**src/rtl/spi_host_ctrl.sv**
```systemverilog
// SPI host sequencer: serialises one register write/read request into a
// {w_nr, addr, pad, data} frame on the SPI pins and returns one response.
module spi_host_ctrl #(
  parameter int DATA_WIDTH = 8,
  parameter int ADDR_WIDTH = 3,
  parameter int CMD_WIDTH  = 8,
  parameter int CLK_DIV    = 2,
  parameter int CS_GAP     = 2
) (
  input  logic                  clk,
  input  logic                  rst_n,
  input  logic                  req_valid,
  output logic                  req_ready,
  input  logic                  req_wnr,
  input  logic [ADDR_WIDTH-1:0] req_addr,
  input  logic [DATA_WIDTH-1:0] req_wdata,
  output logic                  rsp_valid,
  output logic [DATA_WIDTH-1:0] rsp_rdata,
  output logic                  busy,
  output logic                  spi_clk,
  output logic                  spi_sel,
  output logic                  spi_mosi,
  input  logic                  spi_miso
);
  localparam int FRAME = CMD_WIDTH + DATA_WIDTH;
  localparam int HW    = $clog2(CLK_DIV) + 1;
  localparam int BW    = $clog2(FRAME) + 1;
  localparam int GW    = $clog2(CS_GAP + 1) + 1;

  typedef enum logic [2:0] {IDLE, SETUP, SHIFT, HOLD, GAP} state_e;

  state_e                state_q, state_d;
  logic [HW-1:0]         hcnt_q, hcnt_d;
  logic [BW-1:0]         bcnt_q, bcnt_d;
  logic [GW-1:0]         gcnt_q, gcnt_d;
  logic                  phase_q, phase_d;  // 1 = high half of the current spi_clk period
  logic [FRAME-1:0]      sh_q, sh_d;
  logic [DATA_WIDTH-1:0] rx_q, rx_d;
  logic                  wnr_q, wnr_d;
  logic                  rsp_valid_q, rsp_valid_d;
  logic [DATA_WIDTH-1:0] rsp_rdata_q, rsp_rdata_d;
  logic [FRAME-1:0]      frame;
  logic                  half_done;

  always_comb begin
    frame                        = '0;
    frame[FRAME-1]               = req_wnr;
    frame[FRAME-2 -: ADDR_WIDTH] = req_addr;
    if (req_wnr) frame[DATA_WIDTH-1:0] = req_wdata;
  end

  assign half_done = (hcnt_q == HW'(CLK_DIV - 1));

  always_comb begin
    state_d     = state_q;
    hcnt_d      = hcnt_q;
    bcnt_d      = bcnt_q;
    gcnt_d      = gcnt_q;
    phase_d     = phase_q;
    sh_d        = sh_q;
    rx_d        = rx_q;
    wnr_d       = wnr_q;
    rsp_valid_d = 1'b0;
    rsp_rdata_d = rsp_rdata_q;
    unique case (state_q)
      IDLE: begin
        if (req_valid) begin
          state_d = SETUP;
          sh_d    = frame;
          wnr_d   = req_wnr;
          hcnt_d  = '0;
          rx_d    = '0;
        end
      end
      SETUP: begin
        if (half_done) begin
          state_d = SHIFT;
          hcnt_d  = '0;
          bcnt_d  = '0;
          phase_d = 1'b1;
        end else begin
          hcnt_d = hcnt_q + HW'(1);
        end
      end
      SHIFT: begin
        // First low cycle of a data period: device has driven miso since the rise.
        if (!phase_q && hcnt_q == '0 && bcnt_q >= BW'(CMD_WIDTH))
          rx_d = (rx_q << 1) | DATA_WIDTH'(spi_miso);
        if (half_done) begin
          hcnt_d  = '0;
          phase_d = !phase_q;
          if (!phase_q) begin
            // The last bit is held through HOLD; the register is cleared on exit.
            if (bcnt_q == BW'(FRAME - 1)) begin
              state_d = HOLD;
            end else begin
              bcnt_d = bcnt_q + BW'(1);
              sh_d   = sh_q << 1;
            end
          end
        end else begin
          hcnt_d = hcnt_q + HW'(1);
        end
      end
      HOLD: begin
        if (half_done) begin
          hcnt_d      = '0;
          gcnt_d      = '0;
          sh_d        = '0;
          rsp_valid_d = 1'b1;
          rsp_rdata_d = wnr_q ? '0 : rx_q;
          state_d     = (CS_GAP == 0) ? IDLE : GAP;
        end else begin
          hcnt_d = hcnt_q + HW'(1);
        end
      end
      GAP: begin
        if (gcnt_q == GW'(CS_GAP - 1)) state_d = IDLE;
        else                           gcnt_d  = gcnt_q + GW'(1);
      end
      default: state_d = IDLE;
    endcase
  end

  always_ff @(posedge clk) begin
    if (!rst_n) begin
      state_q     <= IDLE;
      hcnt_q      <= '0;
      bcnt_q      <= '0;
      gcnt_q      <= '0;
      phase_q     <= 1'b0;
      sh_q        <= '0;
      rx_q        <= '0;
      wnr_q       <= 1'b0;
      rsp_valid_q <= 1'b0;
      rsp_rdata_q <= '0;
    end else begin
      state_q     <= state_d;
      hcnt_q      <= hcnt_d;
      bcnt_q      <= bcnt_d;
      gcnt_q      <= gcnt_d;
      phase_q     <= phase_d;
      sh_q        <= sh_d;
      rx_q        <= rx_d;
      wnr_q       <= wnr_d;
      rsp_valid_q <= rsp_valid_d;
      rsp_rdata_q <= rsp_rdata_d;
    end
  end

  assign req_ready = (state_q == IDLE);
  assign busy      = (state_q != IDLE);
  assign spi_sel   = !(state_q inside {SETUP, SHIFT, HOLD});
  assign spi_clk   = (state_q == SHIFT) && phase_q;
  assign spi_mosi  = sh_q[FRAME-1];
  assign rsp_valid = rsp_valid_q;
  assign rsp_rdata = rsp_rdata_q;

endmodule

```
**config.mk**
```make
export PLATFORM = sky130hd
export DESIGN_NAME = spi_host_ctrl
export DESIGN_NICKNAME = d
export VERILOG_FILES = /design/src/rtl/spi_host_ctrl.sv
export SDC_FILE = /design/constraint.sdc
export NUM_CORES = 1
export LEC_CHECK = 0
export ABC_AREA = 1
export ABC_CLOCK_PERIOD_IN_PS = 2400
export CORE_MARGIN = 2
export CORE_UTILIZATION = 29
export DETAILED_ROUTE_END_ITERATION = 12
export PLACE_DENSITY_LB_ADDON = 0.08
export SLEW_MARGIN = 20
export SYNTH_ARGS = -nofsm -noshare
export SYNTH_HDL_FRONTEND = slang
export SYNTH_SLANG_ARGS = --single-unit
```
**constraint.sdc**
```tcl
create_clock -name clk -period 2.4 [get_ports clk]
set_input_delay 0.48 -clock clk [delete_from_list [all_inputs] [get_ports clk]]
set_output_delay 0.48 -clock clk [all_outputs]
set_load 0.05 [all_outputs]
```
## Word level (Yosys, flattened, before mapping)

Cells that the tools add are included.

| operators by class | value |
|---|---|
| muxes and demuxes | 34 |
| reductions and logical operators | 25 |
| equality and inequality tests | 17 |
| magnitude comparators | 1 |
| bitwise gates (word level) | 1 |
| add/subtract/negate cells | 3 |

Operators by type and width:

| kind | count |
|---|---|
| $mux 16 | 5 |
| $pmux 16 s3 | 1 |
| $mux 8 | 4 |
| $mux 3 | 9 |
| $mux 5 | 4 |
| $ne 2x2->1 const B | 10 |
| $pmux 8 s2 | 1 |
| $pmux 3 s5 | 1 |
| $pmux 5 s2 | 1 |
| $reduce_and 3->1 | 3 |
| $reduce_bool 3->1 | 3 |
| $or 8x1->8 | 1 |
| $reduce_and 2->1 | 4 |
| $reduce_bool 2->1 | 4 |
| $reduce_and 7->1 | 1 |
| $eq 3x1->1 const B | 2 |
| $eq 3x2->1 const B | 2 |
| $pmux 3 s2 | 1 |
| $reduce_and 6->1 | 1 |
| $add 5x1->5 const B | 1 |
| $eq 5x4->1 const B | 1 |
| $ge 5x4->1 const B | 1 |
| $reduce_and 5->1 | 1 |
| $mux 2 | 2 |
| 12 further kinds | 17 |

| word-level totals | value |
|---|---|
| bits in registers | 48 |
| word-level logic and storage cells | 91 |
| bits of input ports | 16 |
| output and inout bits | 14 |

## Logic depth before layout (Yosys ltp)

| depth | value |
|---|---|
| depth in word-level cells | 5 |
| gate-level depth with buffers | 11 |
| mapped depth without buffers | 10 |

## Least setup slack after synthesis

Ideal clock, no wire load.

| timing path | value |
|---|---|
| path kind | register to output |
| start point | register state_q[0] |
| end point | output busy |
| path slack | 0.403 ns |
| stages on the path, launching flop included | 6 |
| arrival | 1.517 ns |
| path buffers | 1 |
| data required time | 1.920 ns |
| path through | dfxtp_1 > buf_4 > nor2_1 > inv_2 > nor2_2 > inv_1 |

| on the way | value |
|---|---|
| longest elaborated chain between the ends | 1 |

Ends and longest elaborated chain:

| element | RTL line | source |
|---|---|---|
| start, declared | 32 | `state_e state_q, state_d;` |
| start signal, assigned | 138 | `state_q <= state_d;` |
| $reduce_bool 3->1 | 152 | `assign busy = (state_q != IDLE);` |
| end, declared | 19 | `output logic busy,` |

Every way passes these cells.

## Final worst setup path

| timing path | value |
|---|---|
| start point | register state_q[1] |
| end point | output spi_clk |

| on the way | value |
|---|---|
| longest elaborated chain between the ends | 2 |

Ends and longest elaborated chain:

| element | RTL line | source |
|---|---|---|
| $eq 3x2->1 | 154 | `assign spi_clk = (state_q == SHIFT) && phase_q;` |
| $logic_and 1x1->1 | 154 |  |
| end, declared | 20 | `output logic spi_clk,` |

Every way passes these cells.

==> impl_metrics.env <==
export IMPL_synthArstFlopShare_pct=0
export IMPL_cts_made_buffers=5
export IMPL_antenna_left=0
export IMPL_fin_crit_sh_pct=82.24
export IMPL_synth_seq_area_share_pct=40.79
export IMPL_final_hold_viol_count=0
export IMPL_fmaxAchievable_mhz=506.7
export IMPL_powerDensity_nw_per_um2=1158
export IMPL_grt_use_total_pct=12.76
export IMPL_synth_top_cell_area_share_pct=40.79
export IMPL_setup_viol=0
export IMPL_synth_common_cells="nand2_1, nor2_1, dfxtp_1"
export IMPL_htree_num_levels=2
export IMPL_drc=0
export IMPL_grt_first_pass_wirelength_um=9025
export IMPL_dp_final_hpwl_um=3588
export IMPL_dieWidth_um=94.14
export IMPL_rows=32
export IMPL_critPathLaunchType="register"
export IMPL_grt_max_degree=31
export IMPL_synth_fp_nets=358
export IMPL_hold_path_class="reg -> reg"
export IMPL_ir_drop_mv=0.5012
export IMPL_final_min_clock_period_ns=1.974
export IMPL_cts_root_buf="clkbuf_8"
export IMPL_maxCapViolCount=0
export IMPL_cts_resized=0
export IMPL_placed_cells=457
export IMPL_start_util_pct=30.18
export IMPL_diodes=0
export IMPL_worst_slew_pin_transition_ns=0.5009
export IMPL_synth_most_common_cell="nand2_1"
export IMPL_slew_violations=0
export IMPL_yosysWarnings=0
export IMPL_path_cells="inv_2 -> nor2_4 -> nand3_2 -> inv_1 -> buf_12"
export IMPL_worst_path_max_fanout=6
export IMPL_stdcell_count=465
export IMPL_dieArea_um2=8861
export IMPL_p_leak_nw=1.187
export IMPL_cp_slowest_cell="dfxtp_1"
export IMPL_cts_sinks=48
export IMPL_drt_wirelength_per_cell_um=11.07
export IMPL_rsz0062_at_grt="false"
export IMPL_max_slew_margin_rel_pct=66.57
export IMPL_core_area_um2=7807
export IMPL_wl_um=5148
export IMPL_cts_tree="done"
export IMPL_ys_ff_latch=48
export IMPL_synth_edf_count=0
export IMPL_synth_area_leaders="dfxtp_1, nand2_1, nor2_1, nand3_1, a21oi_1"
export IMPL_clockBufferDepth=2
export IMPL_place_congestion=0.8093
export IMPL_crit_required_ns=1.92
export IMPL_fin_tns_setup_ns=0
export IMPL_overflow=0
export IMPL_area_growth_pct=20.02
export IMPL_ios=30
export IMPL_status="finished clean"
export IMPL_fp_dieH_um=94.14
export IMPL_worstSkewPairLatency_ns=0.31
export IMPL_synth_flop_cell="dfxtp_1"
export IMPL_drtIter0Drc=78
export IMPL_cts_setup_buffers=0
export IMPL_crit_type="reg -> out"
export IMPL_slowest_delay_ns=0.44
export IMPL_synth_avg_cell_area_um2=6.991
export IMPL_antenna_found_initial=0
export IMPL_yosysTopAreaCell="dfxtp_1"
export IMPL_endpoint_kind="output pin"
export IMPL_vias=2071
export IMPL_crit_arrival_ns=1.49
export IMPL_firstDrtPassIters=4
export IMPL_first_global_vias=1888
export IMPL_via_per_inst=4.454
export IMPL_skew_ns=0.01172
export IMPL_hold_buffers=0
export IMPL_io_buffers=29
export IMPL_clk_pin_slew_ns=0.09
export IMPL_syn_inst=337
export IMPL_ys_types=30
export IMPL_fill_cells=878
export IMPL_utilization_pct=36.22
export IMPL_synthesis_area_um2=2356
export IMPL_drive_gt1_share_pct=10.74
export IMPL_finalNetCount=383
report_power, final:
group,total [mW],switching (mW),leakage (nW),internal (mW)
Clock,0.617,0.303,0.0583,0.314
Combinational,1.57,1.08,0.738,0.490
Sequential,1.09,0.119,0.391,0.968
Total,3.27,1.50,1.19,1.77
layer usage:
metal | vias up | track usage, % | part of all wire [%]
met5 | - | 0 | 0
met4 | 0 | 3.986 | 1.3
met3 | 5 | 3.050 | 3.9
met2 | 33 | 19.70 | 43
met1 | 913 | 17.52 | 52
li1 | 1120 | - | -
path summary, 6_finish.rpt:
check / startpoint / endpoint / slack, ns / cells past startpoint
setup / recovery: state_q[1]$_SDFFE_PN0P_ / spi_clk / 0.43 / 5
hold / removal: hcnt_q[1]$_SDFFE_PN0P_ / hcnt_q[1]$_SDFFE_PN0P_ / 0.46 / 2
setup reg to reg: bcnt_q[0]$_SDFFE_PN0P_ / sh_q[8]$_SDFFE_PN0P_ / 0.62 / 11
hold reg to reg: hcnt_q[1]$_SDFFE_PN0P_ / hcnt_q[1]$_SDFFE_PN0P_ / 0.46 / 2
cells by family after synthesis:
logic type	Yosys count	share of synthesized area, %
simple gates	199	38.24
flops	48	40.79
buf+inv	40	8.019
compound gates	45	10.30
fa+ha+maj	5	2.655
metrics by stage:
step | power, mW | instance area [um2] | hold slack (ns) | setup WS, ns
after floorplan | 2.446 | 2356 | 0.4296 | 0.4030
after detailed placement | 2.696 | 2711 | 0.4511 | 0.4450
after global placement | 2.693 | 2711 | 0.4503 | 0.4276
after global routing | 3.586 | 2828 | 0.5003 | 0.2920
final | 3.275 | 2828 | 0.4608 | 0.4263
after CTS | 3.327 | 2828 | 0.4662 | 0.3912
critical path, delay by kind of cell (launching register included):
family	cells	cell delay [ns]
simple gates	2	0.35
buf+inv	3	0.40
flops	1	0.44
state kept, by name (all words and copies together), names as in the netlist, 2 cells and up:
register	count
hcnt_q	2
rx_q	8
gcnt_q	3
sh_q	16
bcnt_q	5
state_q	3
rsp_rdata	8
cell usage in the layout, fill, tap and decap left out, types with 3 or more instances in the layout:
cell type        instances
nor2_1                  63
ha_1                     5
inv_2                    4
dfxtp_1                 48
inv_1                   20
o21ai_0                  4
nand3_1                 31
a22oi_1                  3
nand2_2                  4
nand3_2                  3
clkbuf_8                 5
o21ai_1                 10
nor2_4                   3
nand2_4                  3
nand2_1                 85
a21oi_1                 25
buf_4                    7
clkdlybuf4s50_1         25
final cells by class:
| type | instances | area (um2) | area share [%] |
|---|---|---|---|
| multi-input combinational | 249 | 1206 | 42.66 |
| sequential | 48 | 960.9 | 33.98 |
| timing repair buffer | 33 | 322.8 | 11.42 |
| tap | 102 | 127.6 | 4.513 |
| inverter | 25 | 93.84 | 3.319 |
| clock buffer | 5 | 68.82 | 2.434 |
| clock inverter | 3 | 47.55 | 1.681 |
Power figures use the tool's default switching activity.
